[src/rtl/wave_play_sched.sv]
`default_nettype none
// +--------------------------------------------------------------------------+
// | Module      : wave_play_sched                                            |
// | Description : Waveform playback scheduler. Reads a circular waveform     |
// |               region from SDRAM into a small sample FIFO and releases    |
// |               one sample to the DAC every rate_div+1 clock cycles, so    |
// |               the DAC rate is independent of SDRAM latency and stalls.   |
// | Ports       : mclk/rst_n       clock, async active-low reset             |
// |               start            level, 1 = play, 0 = stop                 |
// |               base_addr/wave_len  waveform region (latched on start)     |
// |               rate_div         sample period - 1 (sampled at reload)     |
// |               sdram_*          read request / read data port             |
// |               dac_*            sample strobe port with waitrequest       |
// |               busy/underrun/late  status (underrun, late are sticky)     |
// | Revision    : 1.0 - initial release                                      |
// +--------------------------------------------------------------------------+
module wave_play_sched #(
  parameter int DATA_NBIT       = 20,
  parameter int SDRAM_DATA_NBIT = 32,
  parameter int ADDR_NBIT       = 24,
  parameter int FIFO_DEPTH      = 16,
  parameter int DIV_NBIT        = 16
) (
  input  logic                       mclk,
  input  logic                       rst_n,
  input  logic                       start,
  input  logic [ADDR_NBIT-1:0]       base_addr,
  input  logic [ADDR_NBIT-1:0]       wave_len,
  input  logic [DIV_NBIT-1:0]        rate_div,
  output logic                       sdram_rd,
  output logic [ADDR_NBIT-1:0]       sdram_raddr,
  input  logic                       sdram_rstatus,
  input  logic [SDRAM_DATA_NBIT-1:0] sdram_rdata,
  input  logic                       sdram_rdv,
  output logic                       dac_dv,
  output logic [DATA_NBIT-1:0]       dac_data,
  input  logic                       dac_waitrequest,
  output logic                       busy,
  output logic                       underrun,
  output logic                       late
);

  localparam int PTR_NBIT = $clog2(FIFO_DEPTH);
  localparam int CNT_NBIT = PTR_NBIT + 1;
  localparam logic [CNT_NBIT-1:0]  CNT_ONE    = CNT_NBIT'(1);
  localparam logic [CNT_NBIT-1:0]  HALF_DEPTH = CNT_NBIT'(FIFO_DEPTH / 2);
  localparam logic [CNT_NBIT:0]    FULL_DEPTH = (CNT_NBIT + 1)'(FIFO_DEPTH);
  localparam logic [PTR_NBIT-1:0]  PTR_ONE    = PTR_NBIT'(1);
  localparam logic [ADDR_NBIT-1:0] ADDR_ONE   = ADDR_NBIT'(1);
  localparam logic [DIV_NBIT-1:0]  DIV_ONE    = DIV_NBIT'(1);

  typedef enum logic [1:0] {
    ST_IDLE    = 2'd0,
    ST_PREFILL = 2'd1,
    ST_PLAY    = 2'd2,
    ST_DRAIN   = 2'd3
  } state_t;

  state_t                state_q, state_d;
  logic                  start_prev_q, start_prev_d;
  logic [ADDR_NBIT-1:0]  base_q, base_d;
  logic [ADDR_NBIT-1:0]  len_q, len_d;
  logic [ADDR_NBIT-1:0]  offset_q, offset_d;
  logic [CNT_NBIT-1:0]   outstanding_q, outstanding_d;
  logic                  rd_prev_q, rd_prev_d;
  logic [PTR_NBIT-1:0]   wr_ptr_q, wr_ptr_d;
  logic [PTR_NBIT-1:0]   rd_ptr_q, rd_ptr_d;
  logic [CNT_NBIT-1:0]   count_q, count_d;
  logic [DIV_NBIT-1:0]   div_q, div_d;
  logic                  pending_q, pending_d;
  logic                  dac_dv_q, dac_dv_d;
  logic [DATA_NBIT-1:0]  dac_data_q, dac_data_d;
  logic                  underrun_q, underrun_d;
  logic                  late_q, late_d;
  logic [DATA_NBIT-1:0]  fifo_mem_q [FIFO_DEPTH];
  logic [DATA_NBIT-1:0]  fifo_wdata_d;

  logic start_rise, rd_issue, push, pop, tick, pend_left;

  always_comb begin
    state_d       = state_q;
    start_prev_d  = start;
    base_d        = base_q;
    len_d         = len_q;
    offset_d      = offset_q;
    outstanding_d = outstanding_q;
    wr_ptr_d      = wr_ptr_q;
    rd_ptr_d      = rd_ptr_q;
    count_d       = count_q;
    div_d         = div_q;
    pending_d     = pending_q;
    dac_dv_d      = 1'b0;
    dac_data_d    = dac_data_q;
    underrun_d    = underrun_q;
    late_d        = late_q;
    fifo_wdata_d  = sdram_rdata[DATA_NBIT-1:0];
    pop           = 1'b0;
    tick          = 1'b0;
    pend_left     = pending_q;

    start_rise = start & ~start_prev_q;

    // One request at most every other cycle; the occupancy bound counts
    // in-flight reads so a returning word always has a FIFO slot.
    rd_issue = ((state_q == ST_PREFILL) || (state_q == ST_PLAY)) &&
               !sdram_rstatus && !rd_prev_q &&
               (({1'b0, count_q} + {1'b0, outstanding_q}) < FULL_DEPTH);
    rd_prev_d = rd_issue;

    // Data with nothing outstanding is stale (e.g. left over from before
    // a reset) and is dropped.
    push = sdram_rdv && (outstanding_q != '0);

    if (rd_issue && !push) begin
      outstanding_d = outstanding_q + CNT_ONE;
    end else if (!rd_issue && push) begin
      outstanding_d = outstanding_q - CNT_ONE;
    end

    if (rd_issue) begin
      offset_d = (offset_q == len_q - ADDR_ONE) ? '0 : offset_q + ADDR_ONE;
    end

    if (state_q == ST_PLAY) begin
      if (div_q == '0) begin
        tick  = 1'b1;
        div_d = rate_div;
      end else begin
        div_d = div_q - DIV_ONE;
      end

      if (pending_q && !dac_waitrequest) begin
        if (count_q != '0) begin
          pop        = 1'b1;
          dac_dv_d   = 1'b1;
          dac_data_d = fifo_mem_q[rd_ptr_q];
        end else begin
          underrun_d = 1'b1;
        end
        pend_left = 1'b0;
      end

      // Late only when the earlier tick is still unserved after this
      // cycle's service decision; a tick is never queued behind another.
      if (tick) begin
        if (pend_left) begin
          late_d = 1'b1;
        end
        pending_d = 1'b1;
      end else begin
        pending_d = pend_left;
      end
    end

    if (push) begin
      wr_ptr_d = wr_ptr_q + PTR_ONE;
    end
    if (pop) begin
      rd_ptr_d = rd_ptr_q + PTR_ONE;
    end
    if (push && !pop) begin
      count_d = count_q + CNT_ONE;
    end else if (!push && pop) begin
      count_d = count_q - CNT_ONE;
    end

    case (state_q)
      ST_IDLE: begin
        if (start_rise && (wave_len != '0)) begin
          state_d    = ST_PREFILL;
          base_d     = base_addr;
          len_d      = wave_len;
          offset_d   = '0;
          underrun_d = 1'b0;
          late_d     = 1'b0;
        end
      end
      ST_PREFILL: begin
        if (!start) begin
          state_d = ST_DRAIN;
        end else if (count_q >= HALF_DEPTH) begin
          state_d = ST_PLAY;
          div_d   = rate_div;
        end
      end
      ST_PLAY: begin
        if (!start) begin
          state_d = ST_DRAIN;
        end
      end
      default: begin
        // Wait for every in-flight read to land, then discard the buffer.
        if (outstanding_q == '0) begin
          state_d   = ST_IDLE;
          wr_ptr_d  = '0;
          rd_ptr_d  = '0;
          count_d   = '0;
          pending_d = 1'b0;
        end
      end
    endcase
  end

  always_ff @(posedge mclk or negedge rst_n) begin
    if (!rst_n) begin
      state_q       <= ST_IDLE;
      start_prev_q  <= 1'b0;
      base_q        <= '0;
      len_q         <= '0;
      offset_q      <= '0;
      outstanding_q <= '0;
      rd_prev_q     <= 1'b0;
      wr_ptr_q      <= '0;
      rd_ptr_q      <= '0;
      count_q       <= '0;
      div_q         <= '0;
      pending_q     <= 1'b0;
      dac_dv_q      <= 1'b0;
      dac_data_q    <= '0;
      underrun_q    <= 1'b0;
      late_q        <= 1'b0;
    end else begin
      state_q       <= state_d;
      start_prev_q  <= start_prev_d;
      base_q        <= base_d;
      len_q         <= len_d;
      offset_q      <= offset_d;
      outstanding_q <= outstanding_d;
      rd_prev_q     <= rd_prev_d;
      wr_ptr_q      <= wr_ptr_d;
      rd_ptr_q      <= rd_ptr_d;
      count_q       <= count_d;
      div_q         <= div_d;
      pending_q     <= pending_d;
      dac_dv_q      <= dac_dv_d;
      dac_data_q    <= dac_data_d;
      underrun_q    <= underrun_d;
      late_q        <= late_d;
    end
  end

  // Sample storage needs no reset: occupancy is tracked by the pointers.
  always_ff @(posedge mclk) begin
    if (push) begin
      fifo_mem_q[wr_ptr_q] <= fifo_wdata_d;
    end
  end

  generate
    if (SDRAM_DATA_NBIT > DATA_NBIT) begin : g_unused_rdata
      logic unused_rdata_bits;
      assign unused_rdata_bits = ^sdram_rdata[SDRAM_DATA_NBIT-1:DATA_NBIT];
    end
  endgenerate

  assign sdram_rd    = rd_issue;
  assign sdram_raddr = base_q + offset_q;
  assign dac_dv      = dac_dv_q;
  assign dac_data    = dac_data_q;
  assign busy        = (state_q != ST_IDLE);
  assign underrun    = underrun_q;
  assign late        = late_q;

endmodule
`default_nettype wire

[config.mk]
export PLATFORM = sky130hd
export DESIGN_NAME = wave_play_sched
export DESIGN_NICKNAME = d
export VERILOG_FILES = /design/src/rtl/wave_play_sched.sv
export SDC_FILE = /design/constraint.sdc
export NUM_CORES = 1
export LEC_CHECK = 0
export CAP_MARGIN = 40
export CORE_ASPECT_RATIO = 0.7
export CORE_MARGIN = 2
export CORE_UTILIZATION = 63
export CTS_CLUSTER_DIAMETER = 30
export DETAILED_ROUTE_END_ITERATION = 8
export GPL_ROUTABILITY_DRIVEN = 0
export GPL_TIMING_DRIVEN = 0
export MAX_ROUTING_LAYER = met4
export PLACE_DENSITY = 0.92
export SYNTH_ARGS = -nofsm -noshare
export SYNTH_HDL_FRONTEND = slang
export SYNTH_SLANG_ARGS = --single-unit
[constraint.sdc]
create_clock -name mclk -period 9.7 [get_ports mclk]
set_input_delay 0.97 -clock mclk [delete_from_list [all_inputs] [get_ports mclk]]
set_output_delay 0.97 -clock mclk [all_outputs]
set_load 0.02 [all_outputs]
After elaboration in Yosys (flattened, before gate mapping)
Memory sizes are Yosys's and may differ from the RTL's. A register that Yosys moved wholly into a read port is not among the register bits.
Index checks and enable logic that the tools add are counted.

cells by class
  order comparisons = 2
  mux-type cells = 50
  $add $sub $neg = 11
  bitwise gates (word level) = 2
  reduce and logical (&&, ||, !) cells = 31
  eq/ne operators = 6

operators by type and width
  cell                                                                                  number
  24-bit 2-to-1 mux                                                                     4
  16-bit 2-to-1 mux                                                                     5
  5-bit 2-to-1 mux                                                                      6
  24-bit by 1-bit adder with 24-bit output (second input constant)                      1
  24-bit adder                                                                          1
  24-bit == test                                                                        1
  4-bit 2-to-1 mux                                                                      6
  24-bit nonzero test                                                                   1
  24-bit by 1-bit subtractor with 24-bit output (second input constant)                 1
  1-bit 2-to-1 mux                                                                      23
  16-bit zero test                                                                      1
  16-bit by 1-bit subtractor with 16-bit output (second input constant)                 1
  5-bit by 1-bit adder with 5-bit output (second input constant)                        2
  1-bit logical AND                                                                     10
  2-bit 2-to-1 mux                                                                      5
  5-bit nonzero test                                                                    2
  5-bit by 1-bit subtractor with 5-bit output (second input constant)                   2
  4-bit by 1-bit adder with 4-bit output (second input constant)                        2
  1-bit zero test                                                                       7
  5-bit by 5-bit adder with 6-bit output                                                1
  6-bit by 5-bit less-than comparator with 1-bit output (second input constant)         1
  2-bit one-hot mux with 3 select lines                                                 1
  5-bit by 4-bit greater-or-equal comparator with 1-bit output (second input constant)  1
  5-bit zero test                                                                       1
  other kinds (14)                                                                      16

word-level totals
  bits of input ports = 102
  output and inout port bits = 49
  register bits = 114
  word-level logic and storage cells = 118
  memories = 1
  RAM bits = 320

memory list
  name        words  width  read ports  clocked after Yosys merged registers in  write ports  RTL line  source
  fifo_mem_q  16     20     1           1                                        1            75        logic [DATA_NBIT-1:0] fifo_mem_q [FIFO_DEPTH];

Logic depth before layout (Yosys ltp)
  word-level depth = 9
  gate-level depth with buffers = 14
  mapped depth without buffers = 13

Worst setup path before layout
OpenSTA, ideal clock, no wires.

  path kind = register to register
  from = register state_q[0]
  to = register outstanding_q[4]
  path slack = 6.080 ns
  data required time = 9.575 ns
  arrival time = 3.495 ns
  stages on the path, launching flop included = 15
  period minus slack after synthesis = 3.620 ns
  buffers on the path = 1
  setup time = 0.125 ns
  path through = dfrtp_1 > inv_1 > ha_1 > or4b_2 > nor3_1 > o21a_1 > clkbuf_1 > ha_1 > inv_1 > fa_1 > a21o_1 > a21oi_1 > xnor2_1 > nor2_1 > xor2_1

between the ends
  word-level cells in the longest chain between the ends = 8
  elaborated cells between the ends (all ways) = 11
  those cells by class = eq/ne (2); mux (1); reduce/logical (8)

RTL lines
  element                                                                    RTL line  source
  start: declaration                                                         59        state_t state_q, state_d;
  start signal: assignment                                                   223       state_q <= state_d;
  2-bit by 1-bit == test with 1-bit output or 2-bit == test (tied branches)  105       rd_issue = ((state_q == ST_PREFILL) || (state_q == ST_PLAY)) &&
  1-bit logical OR (*)                                                       105
  1-bit logical AND (*)                                                      105
  1-bit logical AND (*) (2 in series)                                        106       !sdram_rstatus && !rd_prev_q &&
  net sdram_rd                                                               30        output logic sdram_rd,
  1-bit zero test                                                            116       end else if (!rd_issue && push) begin
  1-bit logical AND                                                          116
  2-bit nonzero test (no source line)                                        -
  end signal: assignment                                                     228       outstanding_q <= outstanding_d;
  end: declaration                                                           64        logic [CNT_NBIT-1:0] outstanding_q, outstanding_d;

The timed path passes the listed nets; every way through them passes the cells marked *.
A chain may end at the register's enable or synchronous reset.

Worst setup path in the final report
  from = register state_q[1]
  to = output sdram_rd

between the ends
  word-level cells in the longest chain between the ends = 5
  elaborated cells between the ends (all ways) = 6
  those cells by class = eq/ne (2); reduce/logical (4)

RTL lines
  element                                                                    RTL line
  2-bit by 1-bit == test with 1-bit output or 2-bit == test (tied branches)  105
  1-bit logical OR (*)                                                       105
  1-bit logical AND (*)                                                      105
  1-bit logical AND (*) (2 in series)                                        106
  end: declaration                                                           30

Mark *: on every way between the ends. The rest lies on a longest branch, timed or not.

==> reports/metrics.cfg <==
[routing]
vias=14700
firstDrtPassIters=9
drt-initial-drc-count=2797
wl_per_cell_um=32.5
ant_nets=0
wirelength_mm=67.0
drc=15
vias_per_cell=7.16

[cells_and_area]
fin_nets=1726
area_growth_pct=22.7
fillers=1478
multi_input_area_sq_um=6990
seqCellArea_sq_um=13000
fin_cells=2058
drive_gt1_share_pct=20.5

[grt]
antenna_found_initial=10
grt.total_usage_pct=42.5
grt_pass1_vias=15000
grt_max_degree=70
grt_overflow=0
grt_pass1_wl_mm=98.8

[synthesis]
synth.area.top_cells=edfxtp_1, dfrtp_1, mux4_2
synthCells=1340
synth-xor-area-share_pct=3.92
synth_fa_ha_area_share_pct=3.09
yosysWarnings=0
yosys.area_share.simple_pct=8.64
ys_seq_area_share_pct=63.7
syn_avg_cell_area_sq_um=15.2
synth_edf_count=320
synth.most_common_cell=edfxtp_1
synthMuxAreaShare_pct=13.8
synth_top_area_share_pct=47.3
syn_nets=1491
synth_top_family_by_area=multiplexers
synthTopCellsByCount=edfxtp_1, dfrtp_1, nand2_1
synth_area_sq_um=20300
async_flop_share_pct=29.5
yosys.area.top_type=edfxtp_1
ys.flop_type=edfxtp_1
ys_types=69
synth_compound_area_share_pct=4.97
synth_seq_cells=454

[setup_path]
critPathTopFamily=buffers and inverters
criticalPathCategory=register to output port
critPathLaunchType=register
cpMaxStageDelayCell=clkdlybuf4s50_1
r2r-end=outstanding_q[4]$_DFFE_PN0P_
crit_path_max_fanout=9
critPathCaptureType=output port
worstPathBufferInverterCount=3
required_ns=8.73
r2r_cells=14
r2r_slack_ns=4.93
cp_data_arrival_time_ns=4.34
crit_chain=inv_1, ha_1, or4b_2, nor3_1, o21a_1, clkbuf_1, clkdlybuf4s50_1
cp_slowest_stage_delay_ns=0.74
reg2reg_from=state_q[1]$_DFFE_PN0P_

[die]
rows=54
die_w_um=219
start_util_pct=64.6
die_h_um=154
die-area_sq_um=33800
core_sq_um=31500
ioPinCount=151

[min_path]
hp-class=input port to asynchronous set/reset pin

[sta]
setup_violations=0
final.setup.tns_ns=0
min_period_over_period_pct=54.8
fmax_mhz=188
rsz0062_at_grt=no
skew_ns=0.0235
final_max_slew_viol_count=0
finalCriticalPeriod_ns=5.31
holdWs_ns=0.397
hold_viol_final=0
slew_headroom_pct=26.3
worstMarginPinSlew_ns=1.09

[clock_tree]
post_cts_buffers=0
clock_tree.buffer_depth=3
cts.clk_slew.worst_paths_ns=0.06
clk_latency_ns=0.61
cts_sinks=454
cts-buffers-inserted=61
cts-root-buf=clkbuf_16
hold_buffers=0
tritoncts=yes
cts_resized=0
htreeDepth=2

[pwr]
p_per_area_nw_per_um2=308
irDropWorstVdd_mv=0.219
cellLeakagePower_nw=9.09

[placement]
place_hpwl_mm=38.6
portBuffers=138
dp.cells=1925

[outcome]
failed_checks=design-rule violations
status=finished, violations left

[job]
maxCapViolations=0

[worst register-to-register path: stages, from the launching register on]
cell and delay (ns):
dfrtp_1 0.46, inv_1 0.13, ha_1 0.35, or4b_2 0.61, nor3_1 0.58, o21a_1 0.27
clkbuf_1 0.60, ha_1 0.32, inv_1 0.12, fa_1 0.44, a21o_1 0.19, a21oi_1 0.21
xnor2_1 0.15, nor2_1 0.08, xor2_1 0.16
[worst max path at each step]
stage,start,end,slack (ns),depth (start not counted)
finish,state_q[1]$_DFFE_PN0P_,sdram_rd,4.39,7
CTS,state_q[1]$_DFFE_PN0P_,sdram_rd,4.70,7
global placement,rst_n,dac_data[15]$_DFFE_PN0P_,2.02,1
global route,state_q[1]$_DFFE_PN0P_,sdram_rd,4.34,7
floorplan,state_q[0]$_DFFE_PN0P_,outstanding_q[4]$_DFFE_PN0P_,6.08,14
detailed placement,offset_q[0]$_DFF_PN0_,sdram_raddr[22],5.42,11
[cell usage in the layout, fill, tap and decap left out, drive strengths merged, types with 7 or more instances in the layout]
master / netlist / routed
mux2: 46 / 46
a21oi: 56 / 56
nand4: 15 / 15
and2: 13 / 13
a21o: 7 / 7
o21ai: 31 / 31
nand3: 18 / 18
dfrtp: 134 / 134
clkdlybuf4s50: 0 / 137
and3: 14 / 14
nor3: 18 / 18
nor2: 90 / 90
mux4: 100 / 100
edfxtp: 320 / 320
xor2: 30 / 30
clkbuf: 37 / 106
or4: 8 / 8
clkinv: 1 / 16
inv: 37 / 59
ha: 47 / 47
o22ai: 8 / 8
buf: 18 / 53
nor4: 17 / 17
diode: 0 / 10
xnor2: 61 / 61
nand2: 112 / 112
o31ai: 8 / 8
nor2b: 9 / 9
nor3b: 7 / 7
clkinvlp: 0 / 8
[sequential cells by signal, summed over array words and instances (netlist names)]
name and flops:
base_q 24, count_q 5, dac_data 20, dac_dv 1, div_q 16, fifo_mem_q 320
late 1, len_q 24, offset_q 24, outstanding_q 5, pending_q 1, rd_prev_q 1
rd_ptr_q 4, start_prev_q 1, state_q 2, underrun 1, wr_ptr_q 4
[stage by stage]
step / utilization [%] / worst slack (ns) / area [sq um] / power, W
after floorplan: - / 6.08 / 20300 / 0.00418
after global placement: 70.6 / 2.02 / 22200 / 0.00484
after detailed placement: 72.3 / 5.42 / 22800 / 0.00516
after CTS: 78.9 / 4.70 / 24800 / 0.00753
after global routing: 79.3 / 4.34 / 25000 / 0.00789
final: 79.3 / 4.39 / 25000 / 0.00769
[per-layer routing]
layer | part of all wire [%] | vias to the layer above | GRT usage [%] | wire length [um]
met5 | 0 | - | - | 0
met4 | 7.1 | 0 | 23.7 | 4740
met3 | 16 | 489 | 18.0 | 10400
met2 | 44 | 1535 | 60.3 | 29600
met1 | 33 | 7066 | 51.6 | 22200
li1 | - | 5638 | - | -
[logic make-up (layout without fill, tap and decap cells)]
| logic type | Yosys count | in the layout |
|---|---|---|
| DFF | 454 | 454 |
| and+or+nand+nor | 346 | 346 |
| AOI/OAI and AO/OA | 158 | 158 |
| muxes | 149 | 149 |
| buffers and inverters | 93 | 381 |
| xor gates and xnor gates | 91 | 91 |
| adders and majority gates | 49 | 49 |
| other | 0 | 10 |
[where the power goes]
group	total, W	switching, W	internal (W)
Sequential	0.00274	0.000310	0.00243
Clock	0.00226	0.000968	0.00130
Combinational	0.00269	0.00152	0.00117
Total	0.00769	0.00279	0.00490
[area by class of cell]
| class | count | area share (%) |
|---|---|---|
| diodes | 10 | 0.100 |
| inverters | 38 | 0.572 |
| flip-flops and latches | 454 | 51.9 |
| clock buffers | 69 | 6.52 |
| plain buffers | 55 | 0.953 |
| well taps | 420 | 2.11 |
| repair buffers | 172 | 8.07 |
| clock inverters | 47 | 1.73 |
| multi-input cells | 793 | 28.0 |
(Power assumes the default switching activity.)
